$ cat config.mk
export PLATFORM = sky130hd
export DESIGN_NAME = tv80_bus_arbiter
export DESIGN_NICKNAME = d
export VERILOG_FILES = /design/src/rtl/tv80_bus_arbiter.sv
export SDC_FILE = /design/constraint.sdc
export NUM_CORES = 1
export LEC_CHECK = 0
export ABC_AREA = 1
export BUFFER_PORTS_ARGS = -buffer_cell sky130_fd_sc_hd__buf_2
export CORE_ASPECT_RATIO = 1.1
export CORE_UTILIZATION = 35
export CTS_BUF_LIST = sky130_fd_sc_hd__clkbuf_8
export CTS_CLUSTER_SIZE = 20
export DETAILED_ROUTE_END_ITERATION = 16
export GPL_TIMING_DRIVEN = 0
export REMOVE_ABC_BUFFERS = 1
export SLEW_MARGIN = 10
export SYNTH_ARGS = -nofsm -noshare
export SYNTH_HDL_FRONTEND = slang
export SYNTH_SLANG_ARGS = --single-unit
$ cat constraint.sdc
create_clock -name clk -period 1.7 [get_ports clk]
set_clock_uncertainty 0.2 [all_clocks]
set_input_delay 0.255 -clock clk [delete_from_list [all_inputs] [get_ports clk]]
set_output_delay 0.255 -clock clk [all_outputs]
set_load 0.05 [all_outputs]
$ cat src/rtl/tv80_bus_arbiter.sv
// Arbitrates the shared test memory between the tv80s CPU and a DMA/loader requester.
// The CPU is parked through busrq_n/busak_n while bounded DMA bursts run.
module tv80_bus_arbiter #(
    parameter int BURST_MAX   = 16,
    parameter int REQ_TIMEOUT = 255,
    parameter int HOLDOFF     = 4
) (
    input  logic        clk,
    input  logic        reset_n,
    input  logic [15:0] cpu_a,
    input  logic [7:0]  cpu_do,
    input  logic        cpu_mreq_n,
    input  logic        cpu_iorq_n,
    input  logic        cpu_wr_n,
    output logic        cpu_busrq_n,
    input  logic        cpu_busak_n,
    input  logic        dma_req,
    input  logic        dma_we,
    input  logic [15:0] dma_addr,
    input  logic [7:0]  dma_wdata,
    output logic        dma_gnt,
    output logic        dma_ack,
    output logic [7:0]  dma_rdata,
    output logic [15:0] mem_a,
    output logic        mem_we,
    output logic [7:0]  mem_wdata,
    input  logic [7:0]  mem_rdata,
    output logic        timeout_err,
    input  logic        err_clr
);

    typedef enum logic [2:0] {
        ST_IDLE = 3'd0,
        ST_REQ  = 3'd1,
        ST_ADDR = 3'd2,
        ST_ACK  = 3'd3,
        ST_REL  = 3'd4,
        ST_HOLD = 3'd5
    } state_t;

    localparam logic [7:0] BURST_LIM = 8'(BURST_MAX);
    localparam logic [7:0] TMO_LAST  = 8'(REQ_TIMEOUT - 1);
    localparam logic [7:0] HOLD_LAST = 8'(HOLDOFF - 1);

    state_t      state_r;
    state_t      state_nxt_s;
    logic        tmo_hit_s;
    logic [7:0]  burst_cnt_r;
    logic [7:0]  tmo_cnt_r;
    logic [7:0]  hold_cnt_r;
    logic [15:0] addr_r;
    logic [7:0]  wdata_r;
    logic        we_r;
    logic        busrq_n_r;
    logic        gnt_r;
    logic        ack_r;
    logic        err_r;

    // Next-state decode; busak_n only matters in REQ and REL.
    always_comb begin
        state_nxt_s = state_r;
        tmo_hit_s   = 1'b0;
        case (state_r)
            ST_IDLE: begin
                if (dma_req) state_nxt_s = ST_REQ;
                else         state_nxt_s = ST_IDLE;
            end
            ST_REQ: begin
                if (!cpu_busak_n) begin
                    state_nxt_s = ST_ADDR;
                end else if (tmo_cnt_r == TMO_LAST) begin
                    tmo_hit_s   = 1'b1;
                    state_nxt_s = ST_HOLD;
                end else begin
                    state_nxt_s = ST_REQ;
                end
            end
            ST_ADDR: begin
                if (dma_req) state_nxt_s = ST_ACK;
                else         state_nxt_s = ST_REL;
            end
            ST_ACK: begin
                if (burst_cnt_r + 8'd1 == BURST_LIM) state_nxt_s = ST_REL;
                else                                  state_nxt_s = ST_ADDR;
            end
            ST_REL: begin
                if (cpu_busak_n) state_nxt_s = ST_HOLD;
                else             state_nxt_s = ST_REL;
            end
            ST_HOLD: begin
                if (hold_cnt_r == HOLD_LAST) state_nxt_s = ST_IDLE;
                else                         state_nxt_s = ST_HOLD;
            end
            default: state_nxt_s = ST_IDLE;
        endcase
    end

    // State register and registered handshake outputs, decoded from the next state.
    always_ff @(posedge clk or negedge reset_n) begin
        if (!reset_n) begin
            state_r   <= ST_IDLE;
            busrq_n_r <= 1'b1;
            gnt_r     <= 1'b0;
            ack_r     <= 1'b0;
        end else begin
            state_r   <= state_nxt_s;
            busrq_n_r <= !(state_nxt_s == ST_REQ || state_nxt_s == ST_ADDR || state_nxt_s == ST_ACK);
            gnt_r     <= (state_nxt_s == ST_ADDR || state_nxt_s == ST_ACK);
            ack_r     <= (state_nxt_s == ST_ACK);
        end
    end

    // Burst, timeout and holdoff counters; each restarts on entry to its state.
    always_ff @(posedge clk or negedge reset_n) begin
        if (!reset_n) begin
            burst_cnt_r <= 8'd0;
            tmo_cnt_r   <= 8'd0;
            hold_cnt_r  <= 8'd0;
        end else begin
            if (state_nxt_s == ST_REQ && state_r != ST_REQ) begin
                burst_cnt_r <= 8'd0;
                tmo_cnt_r   <= 8'd0;
            end else begin
                if (state_r == ST_ACK) burst_cnt_r <= burst_cnt_r + 8'd1;
                else                   burst_cnt_r <= burst_cnt_r;
                if (state_r == ST_REQ) tmo_cnt_r <= tmo_cnt_r + 8'd1;
                else                   tmo_cnt_r <= tmo_cnt_r;
            end
            if (state_nxt_s == ST_HOLD && state_r != ST_HOLD) hold_cnt_r <= 8'd0;
            else if (state_r == ST_HOLD)                      hold_cnt_r <= hold_cnt_r + 8'd1;
            else                                              hold_cnt_r <= hold_cnt_r;
        end
    end

    // Access capture in ADDR; the sticky error favours set over clear.
    always_ff @(posedge clk or negedge reset_n) begin
        if (!reset_n) begin
            addr_r  <= 16'h0000;
            wdata_r <= 8'h00;
            we_r    <= 1'b0;
            err_r   <= 1'b0;
        end else begin
            if (state_r == ST_ADDR && dma_req) begin
                addr_r  <= dma_addr;
                wdata_r <= dma_wdata;
                we_r    <= dma_we;
            end else begin
                addr_r  <= addr_r;
                wdata_r <= wdata_r;
                we_r    <= we_r;
            end
            if (tmo_hit_s)    err_r <= 1'b1;
            else if (err_clr) err_r <= 1'b0;
            else              err_r <= err_r;
        end
    end

    // Memory mux: DMA drives the address during ADDR so the synchronous read lands in ACK.
    always_comb begin
        mem_a     = cpu_a;
        mem_wdata = cpu_do;
        mem_we    = 1'b0;
        case (state_r)
            ST_ADDR: begin
                mem_a     = dma_addr;
                mem_wdata = dma_wdata;
                mem_we    = 1'b0;
            end
            ST_ACK: begin
                mem_a     = addr_r;
                mem_wdata = wdata_r;
                mem_we    = we_r;
            end
            default: begin
                if (!cpu_iorq_n) mem_a = {8'h10, cpu_a[7:0]};
                else             mem_a = cpu_a;
                mem_wdata = cpu_do;
                mem_we    = ~cpu_wr_n & (~cpu_mreq_n | ~cpu_iorq_n);
            end
        endcase
    end

    assign cpu_busrq_n = busrq_n_r;
    assign dma_gnt     = gnt_r;
    assign dma_ack     = ack_r;
    assign dma_rdata   = mem_rdata;
    assign timeout_err = err_r;

endmodule

==> key figures, run 1 <==
Final layout
  • Nets: roughly 600
  • Area grow syn2layout: 42.9%
  • # diodes: 0
  • Final Cell Area: 0.00450 mm²
  • Sequential cell area: 0.00140 mm²
  • Filler instances: around 810
  • Layout cells sized above 1: 37.8%
  • Multi-input gate area: 0.00162 mm²

STA
  • Final Max Tran Viols: 0
  • Crit path time final: between 2000 and 2500 ps
  • Fin Setup TNS: -26300 ps
  • Worst-Margin Slew: a little over 700 ps
  • Final Hold Viols: 2
  • Max_slew headroom: 51.8%
  • Final period util: 132%
  • Peak Freq: 446 MHz
  • Setup Viol. Count Final: 76
  • Unrepaired setup endpoints after global routing: yes
  • Final worst setup slack: -542 ps
  • Final hold slack: -7.54 ps

Global route
  • Total GRT Usage: 19.7%
  • Largest net degree at the start of global routing: 57
  • Initial antenna violation count: 0
  • First-pass GRT wire length: 14500 µm
  • Total gr overflow: 0
  • Vias in the first global route: 3161

Floorplanning
  • FP Rows: 35
  • Die W: 92.4 µm
  • IO Pins: between 100 and 150
  • Die Height: 101 µm
  • Die area: ~0.0094 mm²
  • Initial core utilization: around 37%
  • Core area: 0.00854 mm²

CTS
  • CTS Root Cell: clkbuf_8
  • Clock slew at reported path FFs: between 100 and 150 ps
  • CTS Buf Count: 5
  • Clk buf depth: 2
  • CTS tree: done
  • Clock latency on the worst-skew pair: 320 ps
  • Sink Count: 56
  • H-tree Lvls: 2

Placement
  • Final GP Congestion: 0.869
  • Port Buffers: 85
  • Hpwl dp: 5190 µm
  • DP Area: about 0.0036 mm²

Synth
  • Syn avg cell area: 7.64 µm²
  • Sequential share of the synthesized area: 44.5%
  • Netlist Area Pre-Place: 0.00315 mm²
  • Synth unique cells: 34
  • Register bit total from synthesis: 56
  • YS warnings: 0
  • Post-synthesis cell count: 412

Setup path
  • Crit path kind: reg2out
  • Crit path max-delay family: buffers and inverters
  • CP peak stage delay: between 400 and 500 ps
  • Slowest-stage cell, CP: dfrtp_2
  • CP Cell Sequence: nor2_4, inv_8, buf_12, nor2_4, buf_6, nand2_2, o211ai_1, buf_4
  • CP Capture Type: primary output
  • Worst Path Arrival: 1790 ps
  • CP most frequent cell: nor2_4
  • CP Data Required Time: roughly 1200 ps
  • Crit path buf inv count: 4
  • Crit path launch type: flop
  • Crit Path Max Fanout: 4

Job
  • Max-Cap Viols: 0

Route
  • DRT iter0 DRCs: 106
  • Residual DRC: 0
  • WL/cell: 13.8 µm
  • Overall via count from detail_route: around 3.2k
  • Vias per cell: 4.93
  • Router iterations before antenna repair: 4
  • Routed WL: 8920 µm
  • DRT antenna net count: 0

Worst hold path
  • Hold Path Class: in2reg

Run status
  • Status: finished, violations left
  • Failing checks: hold timing, setup timing

Pwr
  • Pwr/cell area: 1530 mW/mm²
  • Leakage: 0.00230 µW
  • IR drop worst, VDD: between 0.6 and 0.7 mV
-- stage by stage --
| stage | setup slack (ps) | power (µW) | utilization (%) | instances |
|---|---|---|---|---|
| floorplan | -614 | 4190 | - | 393 |
| global placement | -1380 | 4820 | 42.3 | 589 |
| detailed placement | -1400 | 4870 | 42.3 | 589 |
| CTS | -477 | 6740 | 51.5 | 637 |
| global route | -605 | 7330 | 52.7 | 645 |
| finish | -542 | 6890 | 52.7 | 645 |
-- state kept, by name (all words and copies together), names as in the netlist --
register and count:
addr_r 16, burst_cnt_r 8, hold_cnt_r 8, tmo_cnt_r 8
wdata_r 8, state_r 3, cpu_busrq_n 1, dma_ack 1
dma_gnt 1, timeout_err 1, we_r 1
-- where the power goes --
group | leakage, µW | switching, µW | internal, µW | total, µW
Combinational | 0.00151 | 2440 | 1400 | 3840
Sequential | 0.000730 | 338 | 1790 | 2130
Clock | 0.0000600 | 471 | 448 | 919
Total | 0.00230 | 3250 | 3640 | 6890
-- cells in the final DEF (no fill, tap or decap), drive strengths merged, types with 4 or more instances in the layout --
| cell | netlist | layout |
|---|---|---|
| o211ai | 24 | 24 |
| xor2 | 4 | 4 |
| dfrtp | 55 | 55 |
| o21ai | 38 | 38 |
| nand3 | 29 | 29 |
| a21oi | 4 | 4 |
| nor3 | 4 | 4 |
| clkinvlp | 0 | 6 |
| nand2 | 129 | 129 |
| nor2 | 21 | 22 |
| buf | 13 | 119 |
| clkbuf | 6 | 5 |
| nand4 | 8 | 8 |
| dlygate4sd3 | 0 | 7 |
| ha | 4 | 4 |
| inv | 62 | 63 |
-- layout make-up --
type / instances / area share [%]
flip-flops and latches: 56 / 31.2
repair inverters: 6 / 0.973
clock inverters: 3 / 1.03
multi-input cells: 276 / 35.9
clock buffers: 5 / 1.53
well taps: 111 / 3.09
repair buffers: 126 / 20.6
inverters: 62 / 5.70
-- synth_stat cells (all sizes together) --
cell type    n  share of area (%)
dfrtp       55                 44
nor3         4               0.99
dfstp        1               0.83
o22ai        3               0.60
clkbuf       6               0.72
a22o         1               0.28
o211ai      24                5.7
o21bai       1               0.24
inv         62                7.4
xor2         4                1.1
o21ai       38                6.4
nand2      129                 16
buf         13                2.6
a21oi        4               0.75
a32o         1               0.32
ha           4                1.6
a31oi        1               0.20
or2          3               0.60
nand3       29                5.2
nand4        8                1.8
nor2        21                3.3
-- worst paths after layout --
kind	from	depth (start not counted)	end	slack (ps)
max	state_r[2]	8	mem_a[4]	-540
min in group asynchronous	reset_n	2	addr_r[10]	340
min reg2reg	addr_r[5]	2	addr_r[5]	300
min	dma_wdata[0]	3	wdata_r[0]	-8
max in group asynchronous	reset_n	2	state_r[2]	450
max reg2reg	state_r[2]	11	hold_cnt_r[4]	-370
-- per-layer routing --
layer,global-route usage (%),wire (µm),vias up
met4,6.13,224,0
met1,24.6,3880,1503
li1,-,-,1567
met3,3.15,318,22
met5,0,0,-
met2,35.2,4500,91
-- logic make-up (layout without fill, tap and decap cells) --
group	count (synthesis)	in the layout	synth area share [%]
fa+ha+maj	4	4	1.59
compound gates	73	73	14.5
xor+xnor	4	4	1.11
flops	56	56	44.5
simple gates	194	195	27.5
buf+inv	81	202	10.7
-- worst reg2reg max path, cell delays in order, from the launching register on --
cell     delay [ps]
dfrtp_2         450
nor2_4          220
inv_8            60
buf_12          120
nor2_4          100
buf_6           150
buf_6           110
nand4_1         170
nand2_2         160
nand2_4         100
nand3_2          70
nand2_1          50
-- what timing repair did --
item | CTS | global route
buffers inserted | 25 | 10
pin swaps | 22 | 20
gates cloned | 8 | 0
endpoints found under the setup margin | 74 | 76
gates resized for setup | 97 | 28
endpoints found under the hold margin | 61 | 0
hold buffers | 7 | 0
Power figures use the tool's default switching activity.
==> run 2: changes to the inputs <==
--- a/config.mk
+++ b/config.mk
@@ -6,12 +6,12 @@
 export NUM_CORES = 1
 export LEC_CHECK = 0
 export ABC_AREA = 1
-export BUFFER_PORTS_ARGS = -buffer_cell sky130_fd_sc_hd__buf_2
 export CORE_ASPECT_RATIO = 1.1
 export CORE_UTILIZATION = 35
 export CTS_BUF_LIST = sky130_fd_sc_hd__clkbuf_8
 export CTS_CLUSTER_SIZE = 20
 export DETAILED_ROUTE_END_ITERATION = 16
+export DONT_BUFFER_PORTS = 1
 export GPL_TIMING_DRIVEN = 0
 export REMOVE_ABC_BUFFERS = 1
 export SLEW_MARGIN = 10
==> constraint.sdc (replaced) <==
create_clock -name clk -period 2 [get_ports clk]
set_clock_uncertainty 0.2 [all_clocks]
set_input_delay 0.3 -clock clk [delete_from_list [all_inputs] [get_ports clk]]
set_output_delay 0.3 -clock clk [all_outputs]
set_load 0.05 [all_outputs]
==> key figures, run 2 (same netlist as run 1, synthesis figures left out) <==
Pwr
  • Leakage: 0.00190 µW
  • Sw frac: 50.8%
  • Pint: 2540 µW
  • Combinational power share: about half
  • IR drop worst, VDD: 0.490 mV
  • Sequential Power Share: 36.3%
  • Switch Pwr: 2620 µW
  • Pwr/cell area: 1300 mW/mm²
  • Clock power share: between 10% and 20%

CTS
  • CTS Buf Count: 5
  • Clk buf depth: 2
  • Clock slew at reported path FFs: about 100 ps
  • H-tree Lvls: 2
  • Sink Count: 56
  • CTS Root Cell: clkbuf_8
  • Clock latency on the worst-skew pair: 320 ps
  • CTS tree: done

Final layout
  • # diodes: 0
  • Area grow syn2layout: 25.6%
  • Most frequent cells in the layout: nand2_1 (124), inv_1 (56), dfrtp_1 (54), o21ai_0 (36), dlygate4sd3_1 (28)
  • Final Util: 46.3%
  • Layout cells sized above 1: 15.1%
  • Final Cell Area: 0.00396 mm²
  • Sequential cell area: between 0.001 and 0.0015 mm²
  • Most common cell after layout, fill and taps aside: nand2_1
  • Largest register FFs: 16
  • Top reg by flops: addr_r
  • Multi-input gate area: 0.00153 mm²
  • Filler instances: 855
  • Nets: 526

Floorplanning
  • FP Rows: 35
  • Initial core utilization: 36.9%
  • Die Height: 101 µm
  • IO Pins: 102
  • Core area: ~0.0085 mm²
  • Die W: 92.4 µm
  • Die area: 0.00938 mm²

Route
  • Overall via count from detail_route: between 2k and 3k
  • Routed WL: 8240 µm
  • Router iterations before antenna repair: 4
  • WL/cell: around 14 µm
  • DRT iter0 DRCs: 110
  • DRT antenna net count: 0
  • Residual DRC: 0
  • Vias per cell: 5.06

Global route
  • Total GRT Usage: between 10% and 20%
  • Largest net degree at the start of global routing: 57
  • Vias in the first global route: between 2k and 3k
  • Total gr overflow: 0
  • First-pass GRT wire length: 13600 µm
  • Initial antenna violation count: 0

Setup path
  • Worst R2R Setup Slack: -90 ps
  • Worst Path Arrival: 2020 ps
  • Crit path kind: reg2out
  • Crit path buf inv count: 1
  • CP Data Required Time: 1500 ps
  • CP peak stage delay: 900 ps
  • Crit path launch type: flop
  • Crit Path Max Fanout: 9
  • CP Capture Type: primary output
  • Crit path max-delay family: compound AO/OA/AOI/OAI gates
  • Slowest-stage cell, CP: o211ai_1
  • CP Cell Sequence: inv_6, nand2_8, o211ai_1

STA
  • Peak Freq: between 300 and 400 MHz
  • Max_slew headroom: 26.1%
  • Final Hold Viols: 0
  • Final Max Tran Viols: 0
  • Crit path time final: approximately 2500 ps
  • Final worst setup slack: -524 ps
  • Setup Viol. Count Final: 34
  • Unrepaired setup endpoints after global routing: yes
  • Worst-Margin Slew: 1100 ps
  • Final period util: 126%

Run status
  • Failing checks: setup timing
  • Status: finished, violations left

Placement
  • Port Buffers: 0
  • DP Area: 0.00318 mm²
  • Final GP Congestion: 0.798
  • Hpwl dp: 4820 µm

Job
  • Max-Cap Viols: 0

Worst hold path
  • Hold Path Class: in2reg
## run 2: layout make-up
| cell class | instances | share of cell area, % |
|---|---|---|
| Sequential cell | 56 | 35.5 |
| Inverter | 62 | 6.29 |
| Timing Repair Buffer | 50 | 13.2 |
| Tap cell | 111 | 3.51 |
| Clock buffer | 5 | 1.74 |
| Multi-Input combinational cell | 279 | 38.6 |
| Timing Repair inverter | 3 | 0.569 |
| Clock inverter | 3 | 0.633 |
## run 2: timing repair
action	in CTS	in global routing
hold buffers	29	0
setup buffers	15	6
hold endpoints to repair	83	0
cloned	7	0
pin swaps	10	8
setup endpoints to repair	74	68
resized for setup	18	9
## run 2: worst reg2reg max path, stage by stage (launching register included)
cell     delay, ps
dfrtp_1        380
inv_2           60
nor2_4         140
buf_12         170
inv_8           80
nor2_4         150
buf_12         140
buf_6          120
nand4_1        160
nand2_2        180
nand2_4         80
nand3_1         70
nand2_1         60
## run 2: power groups by stage
stage	Sequential, µW	Clock (µW)	Combinational, µW
floorplan	1830	0	1730
detailed placement	1890	0	2020
CTS	1860	693	2510
global route	1920	723	2850
global placement	1870	0	1980
finish	1870	664	2620
## run 2: per-stage QoR
step / hold WS [ps] / worst slack (ps) / power (µW) / TNS, ps / instances
2_1_floorplan: -196 / -314 / 3560 / -6890 / 393
3_3_place_gp: -194 / -989 / 3850 / -41600 / 504
3_5_place_dp: -195 / -1010 / 3910 / -41880 / 504
4_1_cts: 13.7 / -507 / 5060 / -12720 / 563
5_1_grt: 54.2 / -587 / 5490 / -15880 / 569
6_report: 48.6 / -524 / 5150 / -12440 / 569
## run 2: worst paths after layout
| kind | startpoint | cells after the start | end |
|---|---|---|---|
| setup / recovery | state_r[0] | 3 | mem_a[8] |
| setup reg to reg | state_r[1] | 12 | hold_cnt_r[3] |
| hold reg to reg | wdata_r[3] | 2 | wdata_r[3] |
| hold / removal | cpu_busak_n | 2 | state_r[0] |
| min in group asynchronous | reset_n | 2 | hold_cnt_r[1] |
| max in group asynchronous | reset_n | 2 | cpu_busrq_n |
## run 2: metal layers
| metal | vias up | track usage, % | routed length (µm) |
|---|---|---|---|
| li1 | 1418 | - | - |
| met2 | 62 | 32.3 | 4040 |
| met1 | 1388 | 23.4 | 3750 |
| met3 | 10 | 3.68 | 342 |
| met5 | - | 0 | 0 |
| met4 | 0 | 5.05 | 106 |
